**src/rtl/riscv_kgp_pkg.sv**
```systemverilog
// Shared constants and types for the RISC_KGP multicycle control path.
package riscv_kgp_pkg;

  localparam int unsigned OPC_W  = 6;
  localparam int unsigned FUNC_W = 5;
  localparam int unsigned ST_W   = 3;
  localparam int unsigned CNT_W  = 4;
  localparam int unsigned ALUOP_W = 2;
  localparam int unsigned PCSRC_W = 2;

  typedef logic [ST_W-1:0] state_t;

  localparam state_t ST_FETCH  = 3'd0;
  localparam state_t ST_DECODE = 3'd1;
  localparam state_t ST_EXEC   = 3'd2;
  localparam state_t ST_MEM    = 3'd3;
  localparam state_t ST_WB     = 3'd4;
  localparam state_t ST_HALTED = 3'd5;

  localparam logic [OPC_W-1:0] OP_ALUR   = 6'd0;
  localparam logic [OPC_W-1:0] OP_ALUI   = 6'd1;
  localparam logic [OPC_W-1:0] OP_LOAD   = 6'd2;
  localparam logic [OPC_W-1:0] OP_STORE  = 6'd3;
  localparam logic [OPC_W-1:0] OP_BRANCH = 6'd4;
  localparam logic [OPC_W-1:0] OP_JUMP   = 6'd5;
  localparam logic [OPC_W-1:0] OP_HALT   = 6'd6;

  localparam logic [ALUOP_W-1:0] ALUOP_ADD  = 2'd0;
  localparam logic [ALUOP_W-1:0] ALUOP_FUNC = 2'd1;
  localparam logic [ALUOP_W-1:0] ALUOP_CMP  = 2'd2;

  localparam logic [PCSRC_W-1:0] PC_PLUS4  = 2'd0;
  localparam logic [PCSRC_W-1:0] PC_BRANCH = 2'd1;
  localparam logic [PCSRC_W-1:0] PC_JUMP   = 2'd2;

  // Datapath control bundle decoded once per cycle from the FSM state.
  typedef struct packed {
    logic               imem_req;
    logic               dmem_req;
    logic               dmem_we;
    logic               pc_en;
    logic [PCSRC_W-1:0] pc_src;
    logic [ALUOP_W-1:0] alu_op;
    logic               alu_src;
    logic               reg_we;
    logic               mem_to_reg;
  } ctrl_t;

  function automatic logic op_legal(input logic [OPC_W-1:0] op);
    return op <= OP_HALT;
  endfunction

endpackage

```
**src/rtl/riscv_kgp_ack_timer.sv**
```systemverilog
// Counts cycles a memory request waits for its ack and flags expiry.
module riscv_kgp_ack_timer
  import riscv_kgp_pkg::*;
#(
  parameter int unsigned TIMEOUT = 15
) (
  input  logic clk,
  input  logic rst,
  input  logic clear,
  input  logic active,
  input  logic ack,
  output logic expire_c
);

  logic [CNT_W-1:0] cnt;

  always_ff @(posedge clk) begin
    if (rst || clear) begin
      cnt <= '0;
    end else if (active && !ack) begin
      cnt <= cnt + CNT_W'(1);
    end
  end

  // Expires on the cycle the count would reach TIMEOUT; an ack that cycle wins.
  assign expire_c = active && !ack && (cnt == CNT_W'(TIMEOUT - 1));

endmodule

```
**src/rtl/riscv_kgp_main_control.sv**
```systemverilog
// Multicycle main control FSM: fetch, decode, execute, memory, writeback.
module riscv_kgp_main_control
  import riscv_kgp_pkg::*;
#(
  parameter int unsigned TIMEOUT = 15
) (
  input  logic               clk,
  input  logic               rst,
  input  logic [31:0]        instr,
  input  logic               imem_ack,
  input  logic               dmem_ack,
  input  logic               br_taken,
  output logic               imem_req,
  output logic               dmem_req,
  output logic               dmem_we,
  output logic               ir_en,
  output logic               pc_en,
  output logic [PCSRC_W-1:0] pc_src,
  output logic [ALUOP_W-1:0] alu_op,
  output logic [FUNC_W-1:0]  func_code,
  output logic               alu_src,
  output logic               reg_we,
  output logic               mem_to_reg,
  output logic               halted,
  output logic               bus_err
);

  state_t           state;
  state_t           state_n;
  logic [OPC_W-1:0] opc_q;
  ctrl_t            ctrl;
  logic             ack_sel;
  logic             expire_c;
  logic             timer_clear;
  logic             unused_instr;

  assign unused_instr = ^instr[31-OPC_W:FUNC_W];

  // Only an ack matching the outstanding request counts.
  assign ack_sel     = (imem_req && imem_ack) || (dmem_req && dmem_ack);
  assign timer_clear = (state_n != state) && (state_n == ST_FETCH || state_n == ST_MEM);
  assign ir_en       = !rst && (state == ST_FETCH) && imem_ack;

  riscv_kgp_ack_timer #(
    .TIMEOUT (TIMEOUT)
  ) u_ack_timer (
    .clk      (clk),
    .rst      (rst),
    .clear    (timer_clear),
    .active   (imem_req || dmem_req),
    .ack      (ack_sel),
    .expire_c (expire_c)
  );

  always_ff @(posedge clk) begin
    if (rst) begin
      state <= ST_FETCH;
    end else begin
      state <= state_n;
    end
  end

  always_comb begin
    state_n = state;
    case (state)
      ST_FETCH: begin
        if (imem_ack) begin
          state_n = ST_DECODE;
        end else if (expire_c) begin
          state_n = ST_HALTED;
        end
      end
      ST_DECODE: begin
        if (opc_q == OP_HALT || !op_legal(opc_q)) begin
          state_n = ST_HALTED;
        end else begin
          state_n = ST_EXEC;
        end
      end
      ST_EXEC: begin
        case (opc_q)
          OP_ALUR, OP_ALUI:  state_n = ST_WB;
          OP_LOAD, OP_STORE: state_n = ST_MEM;
          default:           state_n = ST_FETCH;
        endcase
      end
      ST_MEM: begin
        if (dmem_ack) begin
          state_n = (opc_q == OP_LOAD) ? ST_WB : ST_FETCH;
        end else if (expire_c) begin
          state_n = ST_HALTED;
        end
      end
      ST_WB:     state_n = ST_FETCH;
      ST_HALTED: state_n = ST_HALTED;
      default:   state_n = ST_FETCH;
    endcase
  end

  // Instruction fields and sticky status flags.
  always_ff @(posedge clk) begin
    if (rst) begin
      opc_q     <= '0;
      func_code <= '0;
      halted    <= 1'b0;
      bus_err   <= 1'b0;
    end else begin
      if (ir_en) begin
        opc_q     <= instr[31:32-OPC_W];
        func_code <= instr[FUNC_W-1:0];
      end
      if (state == ST_DECODE && opc_q == OP_HALT) begin
        halted <= 1'b1;
      end
      if ((state == ST_DECODE && !op_legal(opc_q)) || expire_c) begin
        bus_err <= 1'b1;
      end
    end
  end

  // Moore decode; rst forces everything quiet so a pending request drops at once.
  always_comb begin
    ctrl = '0;
    if (!rst) begin
      case (state)
        ST_FETCH: ctrl.imem_req = 1'b1;
        ST_EXEC: begin
          case (opc_q)
            OP_ALUR: ctrl.alu_op = ALUOP_FUNC;
            OP_ALUI: begin
              ctrl.alu_op  = ALUOP_FUNC;
              ctrl.alu_src = 1'b1;
            end
            OP_LOAD, OP_STORE: begin
              ctrl.alu_op  = ALUOP_ADD;
              ctrl.alu_src = 1'b1;
            end
            OP_BRANCH: begin
              ctrl.alu_op = ALUOP_CMP;
              ctrl.pc_en  = 1'b1;
              ctrl.pc_src = br_taken ? PC_BRANCH : PC_PLUS4;
            end
            OP_JUMP: begin
              ctrl.pc_en  = 1'b1;
              ctrl.pc_src = PC_JUMP;
            end
            default: ctrl = '0;
          endcase
        end
        ST_MEM: begin
          ctrl.dmem_req = 1'b1;
          ctrl.dmem_we  = (opc_q == OP_STORE);
          ctrl.alu_op   = ALUOP_ADD;
          ctrl.alu_src  = 1'b1;
          ctrl.pc_en    = (opc_q == OP_STORE) && dmem_ack;
        end
        ST_WB: begin
          ctrl.reg_we     = 1'b1;
          ctrl.mem_to_reg = (opc_q == OP_LOAD);
          ctrl.pc_en      = 1'b1;
          ctrl.pc_src     = PC_PLUS4;
        end
        default: ctrl = '0;
      endcase
    end
  end

  assign imem_req   = ctrl.imem_req;
  assign dmem_req   = ctrl.dmem_req;
  assign dmem_we    = ctrl.dmem_we;
  assign pc_en      = ctrl.pc_en;
  assign pc_src     = ctrl.pc_src;
  assign alu_op     = ctrl.alu_op;
  assign alu_src    = ctrl.alu_src;
  assign reg_we     = ctrl.reg_we;
  assign mem_to_reg = ctrl.mem_to_reg;

endmodule

```
**config.mk**
```make
export PLATFORM = sky130hd
export DESIGN_NAME = riscv_kgp_main_control
export DESIGN_NICKNAME = d
export VERILOG_FILES = /design/src/rtl/riscv_kgp_pkg.sv /design/src/rtl/riscv_kgp_ack_timer.sv /design/src/rtl/riscv_kgp_main_control.sv
export SDC_FILE = /design/constraint.sdc
export NUM_CORES = 1
export LEC_CHECK = 0
export ABC_AREA = 1
export BUFFER_PORTS_ARGS = -buffer_cell sky130_fd_sc_hd__buf_2
export CAP_MARGIN = 20
export CORE_MARGIN = 2
export CORE_UTILIZATION = 47
export CTS_BUF_LIST = sky130_fd_sc_hd__clkbuf_4 sky130_fd_sc_hd__clkbuf_8
export CTS_CLUSTER_DIAMETER = 40
export DETAILED_ROUTE_END_ITERATION = 12
export PLACE_DENSITY_LB_ADDON = 0.2
export SLEW_MARGIN = 5
export SYNTH_ARGS = -nofsm -noshare
export SYNTH_HDL_FRONTEND = slang
export SYNTH_SLANG_ARGS = --single-unit
export TNS_END_PERCENT = 1
```
**constraint.sdc**
```tcl
create_clock -name clk -period 1.59 [get_ports clk]
set_input_delay 0.159 -clock clk [delete_from_list [all_inputs] [get_ports clk]]
set_output_delay 0.159 -clock clk [all_outputs]
set_load 0.02 [all_outputs]
```
==> results.py, run 1 <==
metrics = {
    "global_route": {
        "gr-total-overflow": 0,
        "grt_max_degree": 15,
        "antenna_found_initial": 0,
        "grt_pass1_vias": 1083,
        "grt_pass1_wl_um": 4420,
        "track_usage_pct": 21.3,
    },
    "status": {
        "failed_checks": "setup timing",
        "status": "complete, but fails checks",
    },
    "logic_synthesis": {
        "yosys-top-cells-area": "dfxtp_1 (36%), nand2_1 (12%), nor2_1 (9.1%)",
        "synthCells": 166,
        "yosysSeqAreaShare_pct": 36.1,
        "ys.flop_type": "dfxtp_1",
        "synthDominantCellAreaShare_pct": 36.1,
        "yosysTopAreaCell": "dfxtp_1",
        "avgSynthCellArea_um2": 6.68,
        "synth.distinct_cells": 29,
        "syn_area_mm2": 0.00111,
        "async_reset_ff_share_pct": 0,
        "synth_fp_nets": 205,
        "synth_edf_count": 0,
        "yosys_warnings": 0,
        "ys_ff_latch": 20,
    },
    "clock_network": {
        "clkTransAtPathRegs_ps": 120,
        "cts_tree": "yes",
        "clock_sinks": 20,
        "root_buffer": "clkbuf_4",
        "htreeDepth": 1,
        "clock_path_buffers": 2,
        "clock_latency_ps": 300,
        "cts_buffers": 3,
        "ctsHoldBuffers": 0,
    },
    "place": {
        "numPortBuffers": 34,
        "dp_slack_ps": 17.3,
        "post-dp-hpwl_um": 2000,
        "gp_congestion": 0.956,
    },
    "floorplan": {
        "rows": 17,
        "pin_count": 56,
        "die_w_um": 52.6,
        "fp.coreArea_mm2": 0.00221,
        "dieArea_mm2": 0.00276,
        "initial_utilization_pct": 50.1,
        "die-height_um": 52.6,
    },
    "route": {
        "drc": 0,
        "maxUsedRoutingLayer": "met4",
        "routed_wirelength_um": 2840,
        "met3_length_um": 141,
        "firstDrtPassIters": 4,
        "drt-met1-wl_um": 1220,
        "dr_total_vias": 1199,
        "drt_iter0_drc": 26,
        "ant_nets": 0,
        "avgViaCountPerCell": 5.04,
        "wl_per_cell_um": 11.9,
        "route.met2.wl_um": 1450,
    },
    "finish": {
        "final_core_util_pct": 68.9,
        "mostFrequentLayoutCells": "nand2_1 (32), buf_2 (30), nor2_1 (19)",
        "drive_above_1_share_pct": 41.4,
        "final_common_cell": "nand2_1",
        "diodes": 0,
        "syn_to_final_growth_pct": 37.6,
        "fin_nets": 250,
    },
    "job": {
        "cap_violations": 0,
    },
    "setup_path": {
        "crit_type": "flip-flop to output port",
        "r2r_setup_slack_ps": 0,
        "crit_arrival_ps": 1510,
        "r2r-end": "u_ack_timer.cnt[1]",
        "cp_data_required_time_ps": 1430,
        "start_kind": "flip-flop",
        "timing.rr.start": "opc_q[4]",
        "worstRegToRegCells": 10,
        "worstSetupEndpointType": "output port",
        "crit_fanout": 3,
    },
    "sta": {
        "worst_pin_slew_ps": 284,
        "setup_viol": 8,
        "setup_ws_ps": -80.9,
        "slew_headroom_pct": 80.8,
        "period_needed_ps": 1670,
        "final-hold-violation-count": 0,
        "finClkSkew_ps": 11.3,
        "rsz0062_at_grt": "true",
        "max_clock_freq_mhz": 598,
        "holdWs_ps": 33.3,
        "slew_violations": 0,
        "fin_crit_sh_pct": 105,
    },
    "min_path": {
        "min_from": "instr[3]",
        "hold_depth": 3,
        "hold_path.class": "primary input to flip-flop",
        "holdPathEnd": "func_code[3]",
    },
    "power_and_ir_drop": {
        "irDropWorstVdd_mv": 1.05,
        "p_per_area_mw_per_mm2": 961,
        "power_leakage_nw": 0.783,
    },
}
[layout make-up]
type                    count  area [µm²]
well taps                  28        35.0
multi-input cells         119         681
repair buffers             43         251
fillers                   206         687
flip-flops and latches     20         409
clock inverters             1        30.0
inverters                  24        96.3
clock buffers               3        22.5
[state kept, by name (all words and copies together) (netlist names)]
register,flops
state,3
u_ack_timer.cnt,4
func_code,5
opc_q,6
halted,1
bus_err,1
[through the flow]
stage                     TNS (ps)  std cells  power (mW)  area (µm²)
after floorplan              -86.6        166       0.875        1110
after global placement           0        228       0.970        1330
after detailed placement         0        228       0.984        1330
after CTS                     -458        236        1.44        1460
after global routing         -1560        238        1.55        1530
final                         -343        238        1.47        1530
[critical path, stage by stage, from the launching register on]
cell	delay [ps]
dfxtp_2	350
nor2_4	120
nand2_2	70
nor2_2	150
nand2_2	100
nor3_4	130
and2_4	170
buf_6	110
[cells in the mapped netlist (all sizes together), types with 2 or more instances]
cell type / n
a21oi: 7
clkbuf: 2
clkinv: 2
dfxtp: 20
ha: 2
inv: 22
nand2: 41
nand3: 20
nor2: 31
nor3: 4
o21ai: 5
xor2: 2
[power breakdown]
part           switching [mW]  total (mW)  internal (mW)  leakage (nW)
registers              0.0450       0.602          0.557         0.166
logic                   0.285       0.446          0.161         0.589
clock network           0.164       0.419          0.255        0.0279
[kinds of logic after synthesis]
kind of cell / synth area share (%)
AOI/OAI and AO/OA: 7.22
DFF: 36.1
and+or+nand+nor: 42.7
xor gates and xnor gates: 2.37
adders and majority gates: 2.26
buffers and inverters: 9.37
[metal layers]
metal | vias up | GRT usage (%)
met5 | - | 0
met4 | 0 | 9.40
met3 | 4 | 4.86
met2 | 32 | 38.8
met1 | 551 | 23.3
li1 | 612 | -
[repair_timing]
action,in CTS,in global routing
endpoints found under the setup margin,12,12
pin swaps,2,6
setup buffers,4,2
hold endpoints to repair,0,0
gates resized for setup,18,16
[worst max path at each step]
| stage | start | to | slack (ps) |
|---|---|---|---|
| 2_1_floorplan | state[1] | dmem_we | -90 |
| 3_3_place_gp | opc_q[4] | u_ack_timer.cnt[1] | 60 |
| 3_5_place_dp | opc_q[4] | u_ack_timer.cnt[1] | 20 |
| 4_1_cts | opc_q[4] | pc_src[0] | -120 |
| 5_1_grt | state[2] | pc_src[0] | -170 |
| 6_report | opc_q[4] | pc_src[0] | -80 |
(Power assumes the default switching activity.)
==> run 2: changes to the inputs <==
Settings changed: CORE_UTILIZATION 47 to 40, PLACE_DENSITY_LB_ADDON 0.2 to 0.12.
==> run 2 against run 1 <==
Net effect:
- the run still ends with setup timing left
- maximum frequency grew 0.95%
- wire length is 0.56% higher
- register-to-register slack better by 30 ps
- critical endpoint unchanged
- sequential cell count unchanged
- clock power is essentially flat
- cell count rose by 2.9%
- hold slack worse by 4.3 ps
- via count is 2.7% higher
==> results.py, run 2 (synthesis results as in run 1) <==
metrics = {
    "status": {
        "status": "complete, but fails checks",
        "failed_checks": "setup timing",
    },
    "setup_path": {
        "timing.rr.start": "state[0]",
        "worstSetupEndpointType": "output port",
        "crit_fanout": 3,
        "cpLargestDelayFamily": "simple AND/OR/NAND/NOR gates",
        "crit_chain": "nor2_4 > nand2_2 > nor2_4 > nand2_4 > nor3_4 > and2_4 > buf_6",
        "cp_data_required_time_ps": 1430,
        "crit_buf_inv": 1,
        "r2r-end": "u_ack_timer.cnt[0]",
        "critical-path-slowest-cell": "dfxtp_2",
        "crit_top_cell": "nor2_4",
        "worstRegToRegCells": 11,
        "cp_num_cells": 7,
        "r2r_setup_slack_ps": 30,
        "crit_type": "flip-flop to output port",
        "slowest_delay_ps": 350,
        "crit_arrival_ps": 1500,
        "crit_end": "pc_src[0]",
        "start_kind": "flip-flop",
        "cp-startpoint": "opc_q[5]",
    },
    "global_route": {
        "track_usage_pct": 18.2,
        "antenna_found_initial": 0,
        "gr-total-overflow": 0,
        "grt_pass1_vias": 1149,
        "grt_max_degree": 15,
        "grt_pass1_wl_um": 4630,
    },
    "place": {
        "dp.cells": 233,
        "dpl-instance-area_mm2": 0.00135,
        "gp_congestion": 0.839,
        "numPortBuffers": 34,
        "post-dp-hpwl_um": 1970,
    },
    "route": {
        "firstDrtPassIters": 4,
        "drc": 0,
        "wl_per_cell_um": 11.7,
        "avgViaCountPerCell": 5.02,
        "routed_wirelength_um": 2860,
        "dr_total_vias": 1231,
        "drt_iter0_drc": 38,
        "ant_nets": 0,
    },
    "power_and_ir_drop": {
        "p_clk_share_pct": 27.9,
        "p_sw_mw": 0.515,
        "p_per_area_mw_per_mm2": 936,
        "pwr-share-seq_pct": 40.0,
        "switching_share_pct": 34.1,
        "combPwrFrac_pct": 32.1,
        "internal-power_mw": 0.993,
        "p_total_mw": 1.51,
        "power_leakage_nw": 0.819,
        "irDropWorstVdd_mv": 0.688,
    },
    "clock_network": {
        "cts_buffers": 3,
        "cts_tree": "yes",
        "clock_path_buffers": 2,
        "clock_latency_ps": 310,
        "htreeDepth": 1,
        "clkTransAtPathRegs_ps": 120,
        "root_buffer": "clkbuf_4",
        "clock_sinks": 20,
    },
    "finish": {
        "stdcell_area_mm2": 0.00161,
        "reg_top3": "opc_q: 6 flops, func_code: 5 flops, u_ack_timer.cnt: 4 flops",
        "diodes": 0,
        "drive_above_1_share_pct": 46.7,
        "syn_to_final_growth_pct": 45.4,
        "stdcell_count": 245,
        "final_common_cell": "nand2_1",
        "n_fill_cell": 270,
        "fin_nets": 254,
        "mostFrequentLayoutCells": "nand2_1 (31), buf_2 (30), nor2_1 (19)",
        "largest_reg_flops": 6,
        "regMostFlops": "opc_q",
    },
    "floorplan": {
        "rows": 19,
        "pin_count": 56,
        "initial_utilization_pct": 41.3,
        "fp.coreArea_mm2": 0.00269,
        "die_w_um": 56.6,
        "dieArea_mm2": 0.00321,
        "die-height_um": 56.6,
    },
    "min_path": {
        "hold_path.class": "primary input to flip-flop",
    },
    "sta": {
        "setup_viol": 5,
        "slew_headroom_pct": 80.0,
        "fin_crit_sh_pct": 104,
        "setup_ws_ps": -65.1,
        "worst_pin_slew_ps": 299,
        "max_clock_freq_mhz": 604,
        "final-hold-violation-count": 0,
        "holdWs_ps": 29.0,
        "slew_violations": 0,
        "finClkSkew_ps": 8.20,
        "period_needed_ps": 1660,
        "rsz0062_at_grt": "true",
    },
    "job": {
        "cap_violations": 0,
    },
}
-- run 2: per-layer routing --
layer	up-vias	part of all wire (%)	GRT usage (%)
li1	617	-	-
met1	566	41	20.5
met2	40	52	32.4
met3	8	5.1	3.23
met4	0	2.0	9.18
met5	-	0	0
-- run 2: repair_timing --
| action | CTS | global route |
|---|---|---|
| pin swaps | 10 | 6 |
| hold endpoints to repair | 0 | 0 |
| buffers inserted | 8 | 1 |
| endpoints found under the setup margin | 8 | 13 |
| gates resized for setup | 32 | 16 |
| hold buffers | 0 | 0 |
-- run 2: through the flow --
stage	setup WS, ps	util (%)	TNS, ps
global placement	49.8	50.2	0
CTS	-104	57.6	-330
floorplan	-86.6	-	-86.6
detailed placement	39.5	50.2	0
finish	-65.1	60.0	-209
global route	-134	60.0	-1340
-- run 2: worst min-delay path, stage by stage --
cell     delay (ps)
buf_2            70
nand2_1          40
nand2_1          50
-- run 2: layout make-up --
type / count / area (µm²) / area share [%]
clock inverter: 1 / 30.0 / 1.86
multi-input combinational: 119 / 723 / 44.9
inverter: 24 / 98.8 / 6.13
tap: 31 / 38.8 / 2.41
timing repair buffer: 47 / 285 / 17.7
sequential: 20 / 413 / 25.6
clock buffer: 3 / 22.5 / 1.40
-- run 2: worst min-delay path by stage --
stage	from	endpoint	slack, ps	cells after the start
floorplan	instr[30]	opc_q[4]	270	2
global placement	instr[4]	func_code[4]	350	3
detailed placement	instr[4]	func_code[4]	360	3
CTS	instr[4]	func_code[4]	20	3
global route	instr[2]	func_code[2]	30	3
finish	instr[4]	func_code[4]	30	3
-- run 2: power groups by stage --
stage                     clock (mW)  sequential (mW)  combinational, mW
after global routing           0.454            0.611              0.534
after global placement             0            0.598              0.387
after floorplan                    0            0.616              0.259
after detailed placement           0            0.601              0.395
final                          0.421            0.603              0.484
after CTS                      0.429            0.598              0.459
